### src/rtl/m92_irq_pkg.sv
// Shared definitions for the M92 interrupt scheduler: sequencer states,
// source bit positions, config register addresses and a saturating helper.
package m92_irq_pkg;

  typedef enum logic [2:0] {
    ST_IDLE,
    ST_ACK1,
    ST_GAP1,
    ST_ACK2,
    ST_GAP2,
    ST_DONE
  } irq_state_e;

  localparam int SRC_VBL    = 0;
  localparam int SRC_DMA    = 1;
  localparam int SRC_RASTER = 2;
  localparam int SRC_SND    = 3;
  localparam int NUM_SRC    = 4;

  localparam logic [1:0] CFG_RASTER_LO = 2'd0;
  localparam logic [1:0] CFG_RASTER_HI = 2'd1;
  localparam logic [1:0] CFG_SRC_MASK  = 2'd2;
  localparam logic [1:0] CFG_STAT_CLR  = 2'd3;

  function automatic logic [15:0] sat_inc16(input logic [15:0] v);
    return (v == 16'hFFFF) ? v : v + 16'd1;
  endfunction

endpackage

### src/rtl/m92_irq_stretch.sv
// Rising-edge detector plus retriggerable PULSE_LEN stretcher for one PIC source.
// M92_IRQ_STATS_EN adds a saturating count of accepted edges.
module m92_irq_stretch
  import m92_irq_pkg::*;
#(
  parameter int PULSE_LEN = 4
) (
  input  logic        clk,
  input  logic        reset_n,
  input  logic        ce,
  input  logic        en,
  input  logic        lvl,
`ifdef M92_IRQ_STATS_EN
  input  logic        stat_clr,
  output logic [15:0] stat_cnt,
`endif
  output logic        pulse
);

  localparam int CW = $clog2(PULSE_LEN) + 1;
  localparam logic [CW-1:0] LOAD = CW'(PULSE_LEN);

  logic          lvl_q;
  logic [CW-1:0] cnt;
  logic          fire;

  assign fire  = en & lvl & ~lvl_q;
  assign pulse = (cnt != '0);

  // NOTE: sequential state uses non-blocking assignments so every flop samples
  // pre-edge values regardless of statement order.
  always_ff @(posedge clk or negedge reset_n) begin
    if (!reset_n) begin
      lvl_q <= 1'b0;
      cnt   <= '0;
    end else if (ce) begin
      lvl_q <= lvl;
      // A retrigger reloads the count, merging overlapping events into one pulse.
      if (!en)            cnt <= '0;
      else if (fire)      cnt <= LOAD;
      else if (cnt != '0) cnt <= cnt - CW'(1);
    end
  end

`ifdef M92_IRQ_STATS_EN
  always_ff @(posedge clk or negedge reset_n) begin
    if (!reset_n)   stat_cnt <= '0;
    else if (ce) begin
      if (stat_clr)  stat_cnt <= '0;
      else if (fire) stat_cnt <= sat_inc16(stat_cnt);
    end
  end
`endif

endmodule

### src/rtl/m92_irq_ctrl.sv
// M92 interrupt scheduler: stretched intp sources, raster compare, and the
// INTA -> two-pulse PIC ack sequencer. M92_IRQ_STATS_EN adds statistics counters.
module m92_irq_ctrl
  import m92_irq_pkg::*;
#(
  parameter int         ACK_LEN      = 2,
  parameter int         GAP_LEN      = 2,
  parameter int         PULSE_LEN    = 4,
  parameter logic [7:0] SPURIOUS_VEC = 8'h07
) (
  input  logic        clk,
  input  logic        reset_n,
  input  logic        ce,
  input  logic        cs,
  input  logic        wr,
  input  logic [1:0]  addr,
  input  logic [7:0]  din,
  input  logic        vblank,
  input  logic [8:0]  vcount,
  input  logic        dma_done,
  input  logic        snd_irq,
  output logic [7:0]  intp,
`ifdef M92_IRQ_STATS_EN
  input  logic [1:0]  stat_sel,
  output logic [15:0] stat_data,
`endif
  input  logic        pic_int_req,
  output logic        pic_int_ack,
  input  logic [7:0]  pic_int_vector,
  output logic        cpu_intr,
  input  logic        cpu_inta,
  output logic [7:0]  cpu_vec,
  output logic        cpu_vec_valid
);

  localparam int MAX_LEN = (ACK_LEN > GAP_LEN) ? ACK_LEN : GAP_LEN;
  localparam int CW      = $clog2(MAX_LEN) + 1;
  localparam logic [CW-1:0] ACK_LAST = CW'(ACK_LEN - 1);
  localparam logic [CW-1:0] GAP_LAST = CW'(GAP_LEN - 1);

  // ---------------------------------------------------------------- config
  logic       cfg_we;
  logic [8:0] raster_cmp;
  logic [3:0] src_en;

  assign cfg_we = cs & wr & ce;

  always_ff @(posedge clk or negedge reset_n) begin
    if (!reset_n) begin
      raster_cmp <= 9'h1FF;
      src_en     <= 4'hF;
    end else if (cfg_we) begin
      case (addr)
        CFG_RASTER_LO: raster_cmp[7:0] <= din;
        CFG_RASTER_HI: raster_cmp[8]   <= din[0];
        CFG_SRC_MASK:  src_en          <= din[3:0];
        default:       ;
      endcase
    end
  end

  // ---------------------------------------------------------------- sources
  logic [8:0]         vcount_q;
  logic               raster_hit;
  logic [NUM_SRC-1:0] src_lvl;
  logic [NUM_SRC-1:0] src_pulse;

  always_ff @(posedge clk or negedge reset_n) begin
    if (!reset_n) vcount_q <= '0;
    else if (ce)  vcount_q <= vcount;
  end

  // Only a line change can hit, so a static vcount never refires.
  assign raster_hit = (vcount != vcount_q) && (vcount == raster_cmp);

  // NOTE: every always_comb output gets a default first so no latch is inferred.
  always_comb begin
    src_lvl             = '0;
    src_lvl[SRC_VBL]    = vblank;
    src_lvl[SRC_DMA]    = dma_done;
    src_lvl[SRC_RASTER] = raster_hit;
    src_lvl[SRC_SND]    = snd_irq;
  end

`ifdef M92_IRQ_STATS_EN
  logic        stat_clr;
  logic [15:0] src_stat [NUM_SRC];
  assign stat_clr = cfg_we && (addr == CFG_STAT_CLR);
`endif

  for (genvar i = 0; i < NUM_SRC; i++) begin : g_src
    m92_irq_stretch #(.PULSE_LEN(PULSE_LEN)) u_stretch (
      .clk      (clk),
      .reset_n  (reset_n),
      .ce       (ce),
      .en       (src_en[i]),
      .lvl      (src_lvl[i]),
`ifdef M92_IRQ_STATS_EN
      .stat_clr (stat_clr),
      .stat_cnt (src_stat[i]),
`endif
      .pulse    (src_pulse[i])
    );
  end

  assign intp     = {4'b0000, src_pulse};
  assign cpu_intr = pic_int_req;

  // ---------------------------------------------------------------- INTA sequencer
  irq_state_e    state, state_n;
  logic [CW-1:0] cnt, cnt_n;
  logic          done_seen;
  logic          spurious;

  // A request already gone when INTA arrives never touches the PIC.
  assign spurious = (state == ST_IDLE) && cpu_inta && !pic_int_req;

  always_comb begin
    state_n = state;
    cnt_n   = cnt;
    case (state)
      ST_IDLE: begin
        cnt_n = '0;
        if (cpu_inta) state_n = pic_int_req ? ST_ACK1 : ST_DONE;
      end
      ST_ACK1: begin
        if (cnt == ACK_LAST) begin state_n = ST_GAP1; cnt_n = '0; end
        else cnt_n = cnt + CW'(1);
      end
      ST_GAP1: begin
        if (cnt == GAP_LAST) begin state_n = ST_ACK2; cnt_n = '0; end
        else cnt_n = cnt + CW'(1);
      end
      ST_ACK2: begin
        if (cnt == ACK_LAST) begin state_n = ST_GAP2; cnt_n = '0; end
        else cnt_n = cnt + CW'(1);
      end
      ST_GAP2: begin
        if (cnt == GAP_LAST) begin state_n = ST_DONE; cnt_n = '0; end
        else cnt_n = cnt + CW'(1);
      end
      ST_DONE: begin
        cnt_n = '0;
        if (done_seen && !cpu_inta) state_n = ST_IDLE;
      end
      default: state_n = ST_IDLE;
    endcase
  end

  always_ff @(posedge clk or negedge reset_n) begin
    if (!reset_n) begin
      state         <= ST_IDLE;
      cnt           <= '0;
      done_seen     <= 1'b0;
      pic_int_ack   <= 1'b0;
      cpu_vec       <= '0;
      cpu_vec_valid <= 1'b0;
    end else if (ce) begin
      state         <= state_n;
      cnt           <= cnt_n;
      pic_int_ack   <= (state_n == ST_ACK1) || (state_n == ST_ACK2);
      done_seen     <= (state == ST_DONE);
      cpu_vec_valid <= (state == ST_DONE) && !done_seen;
      // The PIC drives its vector after the first ack; sample one cycle into GAP1.
      if (spurious)                                cpu_vec <= SPURIOUS_VEC;
      else if ((state == ST_GAP1) && (cnt == '0))  cpu_vec <= pic_int_vector;
    end
  end

`ifdef M92_IRQ_STATS_EN
  logic [15:0] spur_stat;

  always_ff @(posedge clk or negedge reset_n) begin
    if (!reset_n) spur_stat <= '0;
    else if (ce) begin
      if (stat_clr)      spur_stat <= '0;
      else if (spurious) spur_stat <= sat_inc16(spur_stat);
    end
  end

  // Slot 3 reports spurious acks in place of the sound count.
  always_comb begin
    stat_data = src_stat[SRC_VBL];
    case (stat_sel)
      2'd1:    stat_data = src_stat[SRC_DMA];
      2'd2:    stat_data = src_stat[SRC_RASTER];
      2'd3:    stat_data = spur_stat;
      default: ;
    endcase
  end
`endif

endmodule

### config.mk
export PLATFORM = sky130hd
export DESIGN_NAME = m92_irq_ctrl
export DESIGN_NICKNAME = d
export VERILOG_FILES = /design/src/rtl/m92_irq_pkg.sv /design/src/rtl/m92_irq_stretch.sv /design/src/rtl/m92_irq_ctrl.sv
export SDC_FILE = /design/constraint.sdc
export NUM_CORES = 1
export LEC_CHECK = 0
export BUFFER_PORTS_ARGS = -buffer_cell sky130_fd_sc_hd__buf_2
export CAP_MARGIN = 20
export CORE_ASPECT_RATIO = 1.5
export CORE_MARGIN = 3
export CORE_UTILIZATION = 35
export DETAILED_ROUTE_END_ITERATION = 8
export SYNTH_ARGS = -nofsm -noshare
export SYNTH_HDL_FRONTEND = slang
export SYNTH_HIERARCHICAL = 1
export SYNTH_SLANG_ARGS = --single-unit
### constraint.sdc
create_clock -name clk -period 2.5 [get_ports clk]
set_input_delay 0.5 -clock clk [delete_from_list [all_inputs] [get_ports clk]]
set_output_delay 0.5 -clock clk [all_outputs]
set_load 0.005 [all_outputs]
==> qor.yml <==
final_layout:
  final_util: 0.429
  final_layout_size_suffix_gt1_frac: 0.397
  multi_input_area_um2: 1350
  fin_area_um2: 3330
  diodes: 0
  register_area_um2: 1370
  final_cell_mix: "buf_2, dfrtp_1, mux2_2"
  fill_cells: 754
  final_common_cell: "buf_2"
  layout.nets: 349
  area_delta_synth_final_pct: 16.8
timing:
  hold_viol: 0
  period_needed_ps: 1870
  rsz0062_at_grt: "no"
  fin_crit_sh: 0.747
  fin_skew_ps: 3.68
  fmax_mhz: 536
  tns_ps: 0
  relSlewSlack: 0.595
  setup_violations: 0
  drv_slew: 0
  tightest_slew_ps: 605
yosys:
  synth_top_area_share: 0.360
  ys_ff_latch: 54
  ys_top_cells_by_area: "dfrtp_1, dfstp_2, mux2_2, ha_1, nand2_1"
  yosysUniqueCellTypes: 48
  async_flop_share: 1.00
  seq_area_frac_synth: 0.480
  syn_inst: 252
  synth_top_cell_by_area: "dfrtp_1"
  synthesis.area_um2: 2850
  ys.flop_type: "dfrtp_1"
  ys_warn_count: 6
  synth_enable_flop_cells: 0
  syn_area_per_cell_um2: 11.3
detailed_routing:
  drt_iter0_markers: 64
  drc_errors: 0
  vias: 1952
  antenna_left: 0
  routed_wl_mm: 5.52
  post_drt_wl_per_cell_um: 13.6
  viasPerCell: 4.80
  firstDrtPassIters: 2
global_routing:
  overflow: 0
  grt_usage: 0.128
  grt_antenna_before_repair: 0
  grt_max_degree: 21
  grt_pass1_vias: 1999
  grt_pass1_wl_mm: 9.37
hold_path:
  hold_path_class: "input pin to asynchronous set/reset pin"
die:
  die_w_um: 79.7
  initial_core_util: 0.367
  pin_count: 56
  die_y_um: 117
  row_count: 39
  dieArea_um2: 9280
  coreArea_um2: 7760
clocking:
  cts_buffer_depth: 2
  cts_made_buffers: 5
  clkTransAtPathRegs_ps: 70
  clock_sinks: 54
  hold_buffers: 0
  cts.repair.resized: 0
  clk_latency_ps: 290
  cts_root_buf: "clkbuf_16"
  clock_tree.htree_level_count: 2
  post_cts_buffers: 0
  cts_tree: "built"
power_and_ir_drop:
  cellLeakagePower_nw: 1.50
  powerDensity_nw_per_um2: 941
  ir_worst_vdd_mv: 0.367
placed_design:
  place_hpwl_mm: 4.32
  gp_congestion: 0.780
  portBuffers: 51
  placed_cell_area_um2: 3180
critical_path:
  crit_type: "flip-flop to flip-flop"
  path_max_fanout: 3
  end_kind: "flip-flop"
  required_ps: 2710
  startpoint_type: "flip-flop"
  crit_arrival_ps: 2080
job:
  cap_violations: 0
run_status:
  outcome: "complete, no violations"
## through the flow
step / power (W) / std cells / hold WS, ps / worst slack [ps]
after floorplan: 0.00213 / 255 / 204 / 677
after global placement: 0.00242 / 399 / 456 / 439
after detailed placement: 0.00247 / 399 / 463 / 389
after CTS: 0.00319 / 407 / 174 / 599
after global routing: 0.00341 / 407 / 183 / 485
final: 0.00313 / 407 / 154 / 633
## worst max-delay path: stages (launching register included)
cell,delay (ps)
dfrtp_1,390
xnor2_1,170
nand4_1,110
nor4_1,280
a31oi_1,130
nor2b_2,180
or3b_1,380
o22ai_2,150
## area by class of cell
class,instances,share of cell area
tap,102,0.0383
inverter,14,0.0158
clock buffer,6,0.0417
timing repair buffer,54,0.0834
sequential,54,0.411
multi-input combinational,175,0.406
clock inverter,2,0.00376
## worst paths after layout
kind	start	slack [ps]	depth (start not counted)	endpoint
worst min-delay path	reset_n	150	1	g_src[1].u_stretch/lvl_q
min in group clk	din[5]	440	2	raster_cmp[5]
worst max-delay path	vcount_q[5]	630	7	g_src[2].u_stretch/cnt[1]
worst min register to register	g_src[3].u_stretch/cnt[0]	470	1	g_src[3].u_stretch/cnt[0]
worst max register to register	vcount_q[5]	630	7	g_src[2].u_stretch/cnt[1]
max in group asynchronous	reset_n	1660	2	raster_cmp[5]
## cell families (layout without fill, tap and decap cells)
kind of cell	Yosys count	in the layout	share of synthesized area
fa+ha+maj	8	8	0.0351
buf+inv	26	76	0.0496
compound gates	47	47	0.124
simple gates	68	68	0.138
other cells	1	4	0.00132
xor+xnor	18	18	0.0553
flops	54	54	0.480
mux	30	30	0.117
## layer usage
metal | share of wire | vias to the layer above | GRT usage
met3 | 0.047 | 5 | 0.0278
li1 | - | 977 | -
met2 | 0.54 | 43 | 0.231
met5 | 0 | - | 0
met4 | 0.0080 | 0 | 0.0378
met1 | 0.41 | 927 | 0.150
## where the power goes
group	switching (W)	total [W]	internal [W]
registers	0.000229	0.00138	0.00115
clock network	0.000304	0.000701	0.000397
logic	0.000522	0.00105	0.000527
## sequential cells by signal (all words and copies together), names as in the netlist
signal                 count
raster_cmp                 9
pic_int_ack                1
state                      3
vcount_q                   9
cnt                        2
done_seen                  1
cpu_vec                    8
cpu_vec_valid              1
g_src.u_stretch/lvl_q      4
g_src.u_stretch/cnt       12
src_en                     4
## synthesized netlist by cell type, types with 2 or more instances
library cell  count
mux2i_1           4
dfrtp_1          41
o2bb2ai_1         6
inv_1            14
ha_1              8
o22ai_2           4
nor4_1            3
nand4_1           2
nand3b_1          3
o21ai_0          12
o31a_2            4
or3b_1            4
nor2b_2           4
o21ai_2           2
nor2_1           12
clkbuf_1          2
buf_2             2
nand2_1          25
buf_6             3
nand2b_1          5
xnor2_1           8
dfstp_2          13
xor2_1           10
nor3_1            2
a21oi_1           7
mux2_2           26
buf_4             5
No activity file was read; power rests on OpenSTA's default activity.
